--- src/rtl/audio_pkg.sv ---
// Shared audio constants: channel count, sound-effect ROM layout tables and the scheduler FSM states.
// Entry i of each table sits at index i (concatenations list channel 7 first).
package audio_pkg;

  localparam int CHANNELS = 8;
  localparam int SFX_AW   = 12;

  typedef enum logic [1:0] {
    IDLE,
    SWEEP,
    DRAIN,
    COMMIT
  } sfx_state_t;

  localparam logic [CHANNELS-1:0][SFX_AW-1:0] SFX_BASE = {
    12'h700, 12'h600, 12'h500, 12'h400, 12'h300, 12'h200, 12'h100, 12'h000
  };

  localparam logic [CHANNELS-1:0][SFX_AW-1:0] SFX_LEN = {
    12'd7, 12'd2, 12'd8, 12'd5, 12'd6, 12'd12, 12'd3, 12'd4
  };

endpackage

--- src/rtl/sample_tick_gen.sv ---
// Free-running divider producing a 1-cycle tick every TICK_DIV clocks (tick on the wrap count).
module sample_tick_gen #(
  parameter int TICK_DIV = 3125
) (
  input  logic clk,
  input  logic rst,
  output logic tick
);

  localparam int CW = (TICK_DIV > 1) ? $clog2(TICK_DIV) : 1;

  logic [CW-1:0] r_cnt;

  assign tick = (r_cnt == CW'(TICK_DIV - 1));

  always_ff @(posedge clk or posedge rst) begin
    if (rst) begin
      r_cnt <= '0;
    end else if (tick) begin
      r_cnt <= '0;
    end else begin
      r_cnt <= r_cnt + CW'(1);
    end
  end

endmodule

--- src/rtl/sfx_scheduler.sv ---
// Round-robin sound-effect sequencer: one shared sync ROM, 8 voices, atomic per-tick commit to the mixer.
// Define SFX_LOOP_EN to add the per-channel loop input (looping voices end only on stop).
module sfx_scheduler #(
  parameter int WIDTH    = 8,
  parameter int CHANNELS = audio_pkg::CHANNELS,
  parameter int ADDR_W   = 12,
  parameter int TICK_DIV = 3125
) (
  input  logic                      clk,
  input  logic                      rst,
  input  logic [CHANNELS-1:0]       trigger,
  input  logic [CHANNELS-1:0]       stop,
`ifdef SFX_LOOP_EN
  input  logic [CHANNELS-1:0]       loop,
`endif
  output logic                      rom_en,
  output logic [ADDR_W-1:0]         rom_addr,
  input  logic [WIDTH-1:0]          rom_data,
  output logic [CHANNELS*WIDTH-1:0] ch_data,
  output logic [CHANNELS-1:0]       busy,
  output logic                      sample_valid
);

  localparam int SW = $clog2(CHANNELS);

  audio_pkg::sfx_state_t r_state, w_state_next;
  logic [SW-1:0]         r_slot;
  logic                  w_tick, w_apply;
  logic                  r_cap_vld, r_cap_busy;
  logic [SW-1:0]         r_cap_slot;
  logic [CHANNELS-1:0]   r_pend_trig, r_pend_stop, w_req_trig, w_req_stop;
  logic [CHANNELS-1:0]   w_busy, w_loop;
  logic [ADDR_W-1:0]     w_offset [CHANNELS];

  sample_tick_gen #(.TICK_DIV(TICK_DIV)) u_tick (
    .clk  (clk),
    .rst  (rst),
    .tick (w_tick)
  );

`ifdef SFX_LOOP_EN
  assign w_loop = loop;
`else
  assign w_loop = '0;
`endif

  // Requests seen in the tick cycle itself are applied with the pending ones.
  assign w_apply    = (r_state == audio_pkg::IDLE) && w_tick;
  assign w_req_trig = r_pend_trig | trigger;
  assign w_req_stop = r_pend_stop | stop;
  assign busy       = w_busy;

  always_ff @(posedge clk or posedge rst) begin
    if (rst) begin
      r_pend_trig <= '0;
      r_pend_stop <= '0;
    end else if (w_apply) begin
      r_pend_trig <= '0;
      r_pend_stop <= '0;
    end else begin
      r_pend_trig <= w_req_trig;
      r_pend_stop <= w_req_stop;
    end
  end

  always_ff @(posedge clk or posedge rst) begin
    if (rst) begin
      r_state <= audio_pkg::IDLE;
      r_slot  <= '0;
    end else begin
      r_state <= w_state_next;
      r_slot  <= (r_state == audio_pkg::SWEEP) ? r_slot + SW'(1) : '0;
    end
  end

  always_comb begin
    w_state_next = r_state;
    case (r_state)
      audio_pkg::IDLE:   if (w_tick) w_state_next = audio_pkg::SWEEP;
      audio_pkg::SWEEP:  if (r_slot == SW'(CHANNELS - 1)) w_state_next = audio_pkg::DRAIN;
      audio_pkg::DRAIN:  w_state_next = audio_pkg::COMMIT;
      default:           w_state_next = audio_pkg::IDLE;
    endcase
  end

  always_comb begin
    rom_en       = 1'b0;
    rom_addr     = '0;
    sample_valid = (r_state == audio_pkg::COMMIT);
    if ((r_state == audio_pkg::SWEEP) && w_busy[r_slot]) begin
      rom_en   = 1'b1;
      rom_addr = ADDR_W'(audio_pkg::SFX_BASE[r_slot]) + w_offset[r_slot];
    end
  end

  // ROM data lags the address by one cycle, so remember which slot it belongs to.
  always_ff @(posedge clk or posedge rst) begin
    if (rst) begin
      r_cap_vld  <= 1'b0;
      r_cap_busy <= 1'b0;
      r_cap_slot <= '0;
    end else begin
      r_cap_vld  <= (r_state == audio_pkg::SWEEP);
      r_cap_busy <= rom_en;
      r_cap_slot <= r_slot;
    end
  end

  for (genvar gi = 0; gi < CHANNELS; gi++) begin : g_ch
    logic              r_busy, w_cap, w_last;
    logic [ADDR_W-1:0] r_offset;
    logic [WIDTH-1:0]  r_shadow, r_out, w_shadow_next;

    assign w_cap         = r_cap_vld && (r_cap_slot == SW'(gi));
    assign w_last        = (r_offset == ADDR_W'(audio_pkg::SFX_LEN[gi] - 1'b1));
    assign w_shadow_next = !w_cap ? r_shadow : (r_cap_busy ? rom_data : '0);

    always_ff @(posedge clk or posedge rst) begin
      if (rst) begin
        r_busy   <= 1'b0;
        r_offset <= '0;
        r_shadow <= '0;
        r_out    <= '0;
      end else begin
        r_shadow <= w_shadow_next;
        // DRAIN's capture is the last one, so the bypassed value completes the frame.
        if (r_state == audio_pkg::DRAIN) r_out <= w_shadow_next;
        if (w_apply) begin
          if (w_req_stop[gi]) begin
            r_busy <= 1'b0;
          end else if (w_req_trig[gi]) begin
            r_busy   <= 1'b1;
            r_offset <= '0;
          end
        end else if (w_cap && r_cap_busy) begin
          if (w_last) begin
            r_offset <= '0;
            r_busy   <= w_loop[gi];
          end else begin
            r_offset <= r_offset + ADDR_W'(1);
          end
        end
      end
    end

    assign w_busy[gi]                   = r_busy;
    assign w_offset[gi]                 = r_offset;
    assign ch_data[gi*WIDTH +: WIDTH]   = r_out;
  end

endmodule

--- config.mk ---
export PLATFORM = sky130hd
export DESIGN_NAME = sfx_scheduler
export DESIGN_NICKNAME = d
export VERILOG_FILES = /design/src/rtl/audio_pkg.sv /design/src/rtl/sample_tick_gen.sv /design/src/rtl/sfx_scheduler.sv
export SDC_FILE = /design/constraint.sdc
export NUM_CORES = 1
export LEC_CHECK = 0
export CORE_MARGIN = 2
export CORE_UTILIZATION = 60
export CTS_BUF_LIST = sky130_fd_sc_hd__clkbuf_4
export CTS_CLUSTER_SIZE = 24
export DETAILED_ROUTE_END_ITERATION = 8
export PLACE_DENSITY = 0.88
export SETUP_SLACK_MARGIN = 0.15
export SLEW_MARGIN = 0
export SYNTH_ARGS = -nofsm -noshare
export SYNTH_HDL_FRONTEND = slang
export SYNTH_SLANG_ARGS = --single-unit
--- constraint.sdc ---
create_clock -name clk -period 16.6 [get_ports clk]
set_input_delay 2.49 -clock clk [delete_from_list [all_inputs] [get_ports clk]]
set_output_delay 2.49 -clock clk [all_outputs]
set_load 0.1 [all_outputs]
==> results.py <==
metrics = {
    "synth": {
        "ys.flop_type": "dfrtp_1",
        "synth_edf_count": 0,
        "yosysWarningCount": 0,
        "synth_top_family_by_area": "simple AND/OR/NAND/NOR gates",
        "synth_cell_types": 58,
        "synth-simple-area-share_pct": 18.6,
        "synth.area.mux_share_pct": 11.7,
        "async_reset_ff_share_pct": 100,
        "synth_xor_area_share_pct": 2.17,
        "synth_seq_cells": 270,
        "avgSynthCellArea_um2": 10.3,
        "synth-seq-area-share_pct": 52.3,
        "syn_nets": 1302,
        "synthAdderAreaFrac_pct": 2.58,
        "syn_inst": 1250,
        "synth_area_mm2": 0.0129,
        "synth_compound_area_share_pct": 9.80,
    },
    "sta": {
        "rsz0062_at_grt": "no",
        "fin_skew_ns": 0.0447,
        "final-max-slew-violation-count": 0,
        "fin_crit_ns": 6.88,
        "relSlewSlack_pct": 27.5,
        "tns_ns": 0,
        "min_period_over_period_pct": 41.5,
        "worst_pin_slew_ns": 1.06,
        "fmax_ghz": 0.145,
        "hold_viol_final": 0,
        "setup_viol": 0,
    },
    "global_routing": {
        "antenna_found_initial": 1,
        "overflow": 0,
        "grt_pass1_vias": 10300,
        "grt_usage_pct": 30.8,
        "grt_pass1_wl_mm": 54.0,
        "grt_max_degree": 123,
    },
    "clock_tree": {
        "clk_latency_ns": 0.68,
        "cts_resized": 0,
        "holdBufCountCts": 0,
        "cts_root_buf": "clkbuf_4",
        "cts_made_buffers": 70,
        "clkSlewWorstSetupHoldPaths_ns": 0.06,
        "cts_buffer_depth": 3,
        "cts.sinks": 270,
        "postCtsSetupRepairBufs": 0,
        "cts_tree": "built",
        "htreeDepth": 3,
    },
    "floorplan": {
        "dieArea_mm2": 0.0227,
        "initial_utilization_pct": 61.3,
        "die_h_um": 151,
        "io_pins": 112,
        "num_rows": 53,
        "die_w_um": 151,
        "design.core.area_mm2": 0.0211,
    },
    "setup_path": {
        "crit_family": "buffers and inverters",
        "cp-end-kind": "output port",
        "cp.required_ns": 14.11,
        "startpoint_type": "flip-flop",
        "cp_slowest_cell": "clkdlybuf4s50_1",
        "crit_buf_inv": 2,
        "critPathKind": "reg2out",
        "worstPathCellList": "buf_4, mux4_2, mux2_2, ha_1, fa_1, and3_1, clkdlybuf4s50_1",
        "max_stage_delay_ns": 1.16,
        "crit_fanout": 30,
        "cp.arrival_ns": 4.39,
    },
    "drt": {
        "initialDrtViolationCount": 941,
        "wl_per_cell_um": 19.9,
        "routed_wl_mm": 33.9,
        "final_antenna_net_count": 0,
        "drc_errors": 0,
        "dr.pass1.iters": 8,
        "routed_via_density": 6.24,
        "num_vias": 10600,
    },
    "run": {
        "cap_violations": 0,
    },
    "pwr": {
        "internal_power_w": 0.000972,
        "irDropWorstVdd_mv": 0.0504,
        "clock_power_share_pct": 45.3,
        "p_switching_w": 0.000281,
        "power_frac_comb_pct": 2.1,
        "power.leakage_nw": 6.69,
        "switching_share_pct": 22.4,
        "seq_power_share_pct": 52.6,
        "power_density_mw_per_mm2": 83.4,
    },
    "finish": {
        "multi_input_area_mm2": 0.00579,
        "fillerInstances": 1514,
        "final_util_pct": 71.2,
        "layout_commonest_cell": "dfrtp_1",
        "layout.area.seq_mm2": 0.00676,
        "drive_above_1_share_pct": 15.8,
        "fin_nets": 1433,
        "mostFrequentLayoutCells": "dfrtp_1, o21ai_0, nand2_1, nor2_1, clkdlybuf4s50_1",
        "syn2layout_area_growth_pct": 16.3,
    },
    "hold_path": {
        "holdCritPathClass": "reg2reg",
    },
    "placed_design": {
        "gp_congestion": 0.937,
        "post-dp-hpwl_mm": 23.1,
        "port_buffers": 111,
    },
    "status": {
        "status": "completed",
    },
}
==> power by group through the flow <==
stage	clock network, W	registers (W)	logic, W
6_report	0.000567	0.000659	0.0000261
5_1_grt	0.000616	0.000659	0.0000295
4_1_cts	0.000579	0.000659	0.0000271
3_5_place_dp	0	0.000672	0.0000270
3_3_place_gp	0	0.000671	0.0000267
2_1_floorplan	0	0.000671	0.0000161
==> per-layer routing <==
metal | wire, um | global-route usage (%) | part of all wire [%] | vias up
met5 | 0 | 0 | 0 | -
met4 | 884 | 10.9 | 2.6 | 0
met3 | 3280 | 8.52 | 9.7 | 80
met2 | 16000 | 48.9 | 47 | 564
met1 | 13700 | 41.0 | 40 | 5193
li1 | - | - | - | 4753
==> sequential cells by signal, indices dropped and copies added (netlist names) <==
register,count
g_ch.r_busy,8
g_ch.r_offset,96
g_ch.r_out,64
g_ch.r_shadow,64
r_cap_busy,1
r_cap_slot,3
r_cap_vld,1
r_pend_stop,8
r_pend_trig,8
r_slot,3
r_state,2
u_tick.r_cnt,12
==> synthesized netlist by cell type, drive strengths merged, types with 3 or more instances <==
cell | n | area (um2)
and3 | 34 | 213
dfrtp | 270 | 6760
nand2b | 5 | 31.3
nor4b | 7 | 61.3
nor3 | 25 | 125
mux2 | 71 | 800
o31ai | 19 | 143
mux4 | 26 | 586
or2 | 4 | 25.0
nor2b | 6 | 37.5
nand4b | 4 | 35.0
o22ai | 5 | 31.3
nand3 | 51 | 255
a21oi | 18 | 90.1
ha | 25 | 313
inv | 21 | 78.8
and2 | 7 | 45.1
nand2 | 155 | 582
and4 | 5 | 43.8
clkbuf | 38 | 143
o21ai | 159 | 796
buf | 23 | 150
xor2 | 13 | 114
nand4bb | 3 | 33.8
a31oi | 10 | 62.6
nand4 | 21 | 138
nor2 | 146 | 548
or4 | 5 | 41.3
nor4 | 13 | 96.3
o41ai | 6 | 52.6
xnor2 | 19 | 166
or3 | 4 | 25.0
mux2i | 12 | 124
==> area by class of cell <==
cell class,instances,area share (%)
flip-flops and latches,270,45.0
multi-input cells,897,38.5
repair buffers,120,7.84
clock buffers,100,5.00
well taps,275,2.29
clock inverters,13,0.733
inverters,22,0.600
diodes,1,0.0167
==> worst min-delay path: stages, from the launching register on <==
cell and delay [ns]:
dfrtp_1 0.32, nor2_1 0.05, nor2_1 0.07
==> worst paths after layout <==
kind,startpoint,end,slack [ns],cells past startpoint
worst max-delay path,r_slot[0],rom_addr[9],9.72,7
worst min-delay path,r_pend_trig[4],r_pend_trig[4],0.48,2
worst max register to register,r_cap_busy,g_ch[1].r_offset[6],13.45,5
worst min register to register,r_pend_trig[4],r_pend_trig[4],0.48,2
max in group asynchronous,rst,g_ch[4].r_out[0],12.63,3
min in group asynchronous,rst,g_ch[3].r_shadow[0],2.38,2
==> logic make-up after synthesis <==
group	Yosys count
adders and majority gates	26
DFF	270
AOI/OAI and AO/OA	228
buffers and inverters	83
and+or+nand+nor	502
muxes	109
xor gates and xnor gates	32
==> through the flow <==
step	instance area [um2]	hold WS (ns)	setup WS, ns	total power, W	cells
final	15000	0.481	9.72	0.00125	1698
after global routing	15000	0.516	9.61	0.00130	1698
after CTS	15000	0.487	9.71	0.00127	1697
after detailed placement	14200	0.474	10.41	0.000698	1584
after global placement	14200	0.462	10.45	0.000698	1584
after floorplan	12900	0.401	6.67	0.000688	1250
No activity file was read; power rests on OpenSTA's default activity.
